--- config.mk ---
export PLATFORM = sky130hd
export DESIGN_NAME = mine_placer_flat
export DESIGN_NICKNAME = d
export VERILOG_FILES = /design/src/rtl/mine_placer_if.sv /design/src/rtl/mine_placer.sv /design/src/flat_wrapper.sv
export SDC_FILE = /design/constraint.sdc
export NUM_CORES = 1
export LEC_CHECK = 0
export ABC_AREA = 1
export BUFFER_PORTS_ARGS = -buffer_cell sky130_fd_sc_hd__clkbuf_2
export CORE_MARGIN = 4
export CORE_UTILIZATION = 57
export DETAILED_ROUTE_END_ITERATION = 10
export GPL_ROUTABILITY_DRIVEN = 0
export PLACE_DENSITY = 0.83
export SYNTH_ARGS = -nofsm -noshare
export SYNTH_HDL_FRONTEND = slang
export SYNTH_SLANG_ARGS = --single-unit
--- constraint.sdc ---
create_clock -name clk -period 5.21 [get_ports clk]
set_input_delay 0.521 -clock clk [delete_from_list [all_inputs] [get_ports clk]]
set_output_delay 0.521 -clock clk [all_outputs]
set_load 0.02 [all_outputs]
--- src/rtl/mine_placer_if.sv ---
`default_nettype none
// ============================================================================
// Module      : mine_placer_if
// Description : Control/status and board bundle between the mine placer and
//               its user (game controller / mine-grid register).
// Revision    : 1.0 - initial release
// ============================================================================
interface mine_placer_if;
    logic                   start;
    logic [3:0]             cant_minas;
    logic                   seed_load;
    logic [15:0]            seed;
    logic [0:7][0:7][1:0]   grid_minas;
    logic                   busy;
    logic                   done;
    logic                   grid_valid;

    modport master (
        output start, cant_minas, seed_load, seed,
        input  grid_minas, busy, done, grid_valid
    );

    modport slave (
        input  start, cant_minas, seed_load, seed,
        output grid_minas, busy, done, grid_valid
    );
endinterface
`default_nettype wire

--- src/rtl/mine_placer.sv ---
`default_nettype none
// ============================================================================
// Module      : mine_placer
// Description : Places up to 15 mines on an 8x8 board at non-repeating
//               positions drawn from a free-running 16-bit Galois LFSR.
// Revision    : 1.0 - initial release
// ============================================================================
module mine_placer #(
    parameter logic [15:0] LFSR_SEED = 16'hACE1,
    parameter logic [15:0] LFSR_TAPS = 16'hB400
) (
    input  wire logic     clk,
    input  wire logic     reset,
    mine_placer_if.slave  bus
);

    typedef enum logic [1:0] {
        S_IDLE  = 2'd0,
        S_CLEAR = 2'd1,
        S_PLACE = 2'd2,
        S_DONE  = 2'd3
    } state_t;

    state_t                 state_q,      state_d;
    logic [15:0]            lfsr_q,       lfsr_d;
    logic [3:0]             target_q,     target_d;
    logic [4:0]             placed_q,     placed_d;
    logic [0:7][0:7][1:0]   grid_q,       grid_d;
    logic                   grid_valid_q, grid_valid_d;

    logic [15:0]            w_lfsr_step;
    logic [2:0]             w_row;
    logic [2:0]             w_col;
    logic [4:0]             w_placed_inc;

    assign w_lfsr_step  = {1'b0, lfsr_q[15:1]} ^ (lfsr_q[0] ? LFSR_TAPS : 16'h0000);
    assign w_row        = lfsr_q[5:3];
    assign w_col        = lfsr_q[2:0];
    assign w_placed_inc = placed_q + 5'd1;

    always_ff @(posedge clk or posedge reset) begin
        if (reset) begin
            state_q      <= S_IDLE;
            lfsr_q       <= LFSR_SEED;
            target_q     <= 4'd0;
            placed_q     <= 5'd0;
            grid_q       <= '0;
            grid_valid_q <= 1'b0;
        end else begin
            state_q      <= state_d;
            lfsr_q       <= lfsr_d;
            target_q     <= target_d;
            placed_q     <= placed_d;
            grid_q       <= grid_d;
            grid_valid_q <= grid_valid_d;
        end
    end

    always_comb begin
        state_d      = state_q;
        target_d     = target_q;
        placed_d     = placed_q;
        grid_d       = grid_q;
        grid_valid_d = grid_valid_q;

        // A zero seed would lock the LFSR, so it falls back to the reset seed.
        if (bus.seed_load) begin
            lfsr_d = (bus.seed == 16'h0000) ? LFSR_SEED : bus.seed;
        end else begin
            lfsr_d = w_lfsr_step;
        end

        case (state_q)
            S_IDLE: begin
                if (bus.start) begin
                    target_d     = bus.cant_minas;
                    grid_valid_d = 1'b0;
                    state_d      = S_CLEAR;
                end
            end
            S_CLEAR: begin
                grid_d   = '0;
                placed_d = 5'd0;
                if (target_q == 4'd0) begin
                    grid_valid_d = 1'b1;
                    state_d      = S_DONE;
                end else begin
                    state_d = S_PLACE;
                end
            end
            S_PLACE: begin
                // An occupied cell is simply retried with the next LFSR value.
                if (grid_q[w_row][w_col] == 2'b00) begin
                    grid_d[w_row][w_col] = 2'b11;
                    placed_d             = w_placed_inc;
                    if (w_placed_inc == {1'b0, target_q}) begin
                        grid_valid_d = 1'b1;
                        state_d      = S_DONE;
                    end
                end
            end
            S_DONE: begin
                state_d = S_IDLE;
            end
            default: begin
                state_d = S_IDLE;
            end
        endcase
    end

    assign bus.grid_minas = grid_q;
    assign bus.busy       = (state_q != S_IDLE);
    assign bus.done       = (state_q == S_DONE);
    assign bus.grid_valid = grid_valid_q;

endmodule
`default_nettype wire

--- src/flat_wrapper.sv ---
// flat-port wrapper written by rule: the top's interface ports become plain ports
module mine_placer_flat 
#(
    parameter logic [15:0] LFSR_SEED = 16'hACE1,
    parameter logic [15:0] LFSR_TAPS = 16'hB400
)
  (clk, reset, bus_start, bus_cant_minas, bus_seed_load, bus_seed, bus_grid_minas, bus_busy, bus_done, bus_grid_valid);
  mine_placer_if bus_i ();
  input  wire logic clk;
  input  wire logic reset;
  input wire logic [$bits(bus_i.start)-1:0] bus_start;
  input wire logic [$bits(bus_i.cant_minas)-1:0] bus_cant_minas;
  input wire logic [$bits(bus_i.seed_load)-1:0] bus_seed_load;
  input wire logic [$bits(bus_i.seed)-1:0] bus_seed;
  output wire logic [$bits(bus_i.grid_minas)-1:0] bus_grid_minas;
  output wire logic [$bits(bus_i.busy)-1:0] bus_busy;
  output wire logic [$bits(bus_i.done)-1:0] bus_done;
  output wire logic [$bits(bus_i.grid_valid)-1:0] bus_grid_valid;
  assign bus_i.start = bus_start;
  assign bus_i.cant_minas = bus_cant_minas;
  assign bus_i.seed_load = bus_seed_load;
  assign bus_i.seed = bus_seed;
  assign bus_grid_minas = bus_i.grid_minas;
  assign bus_busy = bus_i.busy;
  assign bus_done = bus_i.done;
  assign bus_grid_valid = bus_i.grid_valid;
  mine_placer #(.LFSR_SEED(LFSR_SEED), .LFSR_TAPS(LFSR_TAPS)) u_core (.clk(clk), .reset(reset), .bus(bus_i));
endmodule
==> run summary <==
Setup violations, final - 0
Leak - 5.49 nW
Max Fclk - 260 MHz
Rows - 46
hold_sp - bus_seed[13]
pin count of the biggest net entering global routing - 116
Starting Density - 58.5%
Crit. End Element - flip-flop
count of state elements after synthesis - 156
Post-synth ARST share - 100%
# Post-CTS Setup Buffers - 0
Total Die Area - 18,500 µm²
Final Hold Fails - 0
Final Cell Area - 10,700 µm²
fin nets - 1,471
Overflow after GRT - 0
Area Overhead vs Synth - 14.6%
DR vias/cell - 5.91
Critical-path top delay cell - nor2_1
Reg2Reg Setup Slack - 1370 ps
Critical Path Start Type - flip-flop
Placement Cell Area - 10,000 µm²
Synthesis Warnings - 0
cell repeated most along the worst path - nand2_1
drt pass-1 iters - 6
clock skew - 7.15 ps
CTS sink count - 156
WS Path Type - reg -> reg
WHS - 290 ps
Post-CTS Resized - 0
pwr/cell area - 403 nW/µm²
Worst-path clk slew - 60 ps
Die X - 136 µm
GR Util met3 - 8.66%
Max VDD drop - 0.000653 V
Max FO, Critical Path - 71
HPWL Detailed - 19,900 µm
Cells after Synth - 1,350
Slew Viols, Final - 0
antenna violations before repair - 0
CP endpoint - u_core.bus.grid_minas[80]
diodes inserted - 0
worst r2r path cells - 13
EDFF count, synth - 0
status - finished, final reports clean
sequence of cells on the critical path - inv_2, nor2_1, nand2_1, nand2_1, nor2_1, nand3_1, nand3_1, nand2_1, nor2_2, nand2_4, buf_12, nand3_1, nand2_1
final setup margin - 1370 ps
Die Ht - 136 µm
FF-to-FF End - u_core.bus.grid_minas[80]
Final TNS setup - 0 ps
Syn Nets - 1,380
number of max-cap violations - 0
total CTS buffers - 17
met2 usage - 48.4%
CTS Root Cell - clkbuf_16
Relative slew margins - 13.2%
total routed wirelength - 29,900 µm
RR Startpoint - u_core.lfsr_q[3]
deepest clock path buffer count - 2
pre-CTS WS - 1610 ps
area of the mapped netlist - 9320 µm²
# port buffers - 154
# hold bufs at CTS - 0
CTS tree - yes
HP Class - in -> reg
vias in the first global route - 8,752
min cycle time layout - 3840 ps
Critical Path Start - u_core.lfsr_q[3]
initial detailed-routing violation count - 1,362
core footprint - 15,900 µm²
RSZ-0062 raised after global routing - no
Top Usage Layer GRT - met2
average cell area after synthesis - 6.91 µm²
Global Route Usage Sum - 32.2%
fill cell count - 1,383
Arr. time, crit path - 4210 ps
ANT nets after route - 0
first-pass GRT wire length - 46,500 µm
met1 usage - 44.3%
# IOs - 155
htree depth - 4
DR DRC count - 0
fraction of layout cells with a size suffix above 1 - 15.3%
Worst Max-Slew Pin Slew - 1300 ps
Cell variety after synth - 30
Critical Path RT - 5580 ps
most used flip-flop cell after synthesis - dfrtp_1
vias after detailed routing - 9,868
Final Cycle Share - 73.8%
crit-path max cell delay - 900 ps
post-synthesis sequential area ratio - 42.0%
clk_lat worst skew - 430 ps
drt wl/cell - 17.9 µm
==> how the worst min path moves through the flow <==
stage | endpoint | slack, ps | cells after the start
2_1_floorplan | u_core.lfsr_q[8] | 460 | 1
3_3_place_gp | u_core.bus.grid_valid | 460 | 2
3_5_place_dp | u_core.bus.grid_valid | 460 | 2
4_1_cts | u_core.lfsr_q[13] | 280 | 3
5_1_grt | u_core.lfsr_q[10] | 310 | 3
6_report | u_core.lfsr_q[13] | 290 | 3
==> state kept, by name, indices dropped and copies added (netlist names) <==
| name | cells |
|---|---|
| u_core.placed_q | 5 |
| u_core.target_q | 4 |
| u_core.bus.grid_minas | 128 |
| u_core.bus.grid_valid | 1 |
| u_core.state_q | 2 |
| u_core.lfsr_q | 16 |
==> area by class of cell <==
| type | instances | area (µm²) | area share, % |
|---|---|---|---|
| Multi-Input combinational cell | 936 | 4370 | 40.9 |
| Sequential cell | 156 | 3910 | 36.6 |
| Timing Repair Buffer | 162 | 843 | 7.89 |
| Inverter | 168 | 637 | 5.96 |
| Clock buffer | 22 | 464 | 4.35 |
| Tap cell | 216 | 270 | 2.53 |
| Clock inverter | 10 | 188 | 1.76 |
==> metrics by stage <==
step,util (%),std cells,total power [mW]
global route,67.0,1670,4.51
global placement,62.9,1638,2.89
finish,67.0,1670,4.31
floorplan,-,1350,2.57
detailed placement,62.9,1638,2.90
CTS,67.0,1670,4.28
==> cell families (layout without fill, tap and decap cells) <==
| group | count (synthesis) | after routing | synth area share [%] |
|---|---|---|---|
| AO/OA/AOI/OAI | 159 | 159 | 8.74 |
| XOR/XNOR | 8 | 8 | 0.752 |
| adder cells (fa/ha/maj) | 6 | 6 | 0.805 |
| buffers and inverters | 258 | 362 | 11.4 |
| flip-flops | 156 | 156 | 42.0 |
| multiplexers | 7 | 7 | 0.846 |
| AND/OR/NAND/NOR | 756 | 756 | 35.5 |
==> cells in the final DEF (no fill, tap or decap), drive strengths merged <==
| cell type | Yosys | layout |
|---|---|---|
| a31oi | 8 | 8 |
| bufinv | 0 | 5 |
| clkbuf | 48 | 176 |
| o21ai | 16 | 16 |
| dfrtp | 148 | 148 |
| mux2 | 7 | 7 |
| xnor2 | 6 | 6 |
| clkinvlp | 0 | 2 |
| nand2 | 348 | 348 |
| nor4 | 7 | 7 |
| ha | 6 | 6 |
| buf | 42 | 8 |
| o21bai | 2 | 2 |
| nor2 | 75 | 75 |
| inv | 166 | 166 |
| dfstp | 8 | 8 |
| nor3 | 2 | 2 |
| xor2 | 2 | 2 |
| clkinv | 2 | 5 |
| a21oi | 133 | 133 |
| nor3b | 1 | 1 |
| nand4 | 10 | 10 |
| nand3 | 313 | 313 |
==> worst max-delay path, delay by kind of cell (launching register included) <==
| kind | cells | cell delay (ps) |
|---|---|---|
| DFF | 1 | 630 |
| and+or+nand+nor | 11 | 2430 |
| buffers and inverters | 2 | 690 |
==> per-layer routing <==
layer,vias to the layer above,part of all wire [%]
li1,4553,-
met1,4529,40
met2,680,45
met3,106,11
met4,0,3.8
met5,-,0
==> where the power goes <==
| part | switching (mW) | internal (mW) | leakage [nW] |
|---|---|---|---|
| combinational | 1.17 | 0.303 | 3.06 |
| clock | 0.512 | 0.877 | 0.311 |
| sequential | 0.126 | 1.32 | 2.12 |
| total | 1.81 | 2.50 | 5.49 |
==> synth_stat cells, types with 8 or more instances <==
master	n	area, µm²
a21oi_1	133	666
a31oi_1	8	50.1
buf_2	26	130
buf_4	13	97.6
clkbuf_1	48	180
dfrtp_1	148	3700
dfstp_2	8	210
inv_1	163	612
nand2_1	346	1300
nand3_1	313	1570
nand4_1	10	62.6
nor2_1	68	255
o21ai_0	12	60.1
No activity file was read; power rests on OpenSTA's default activity.
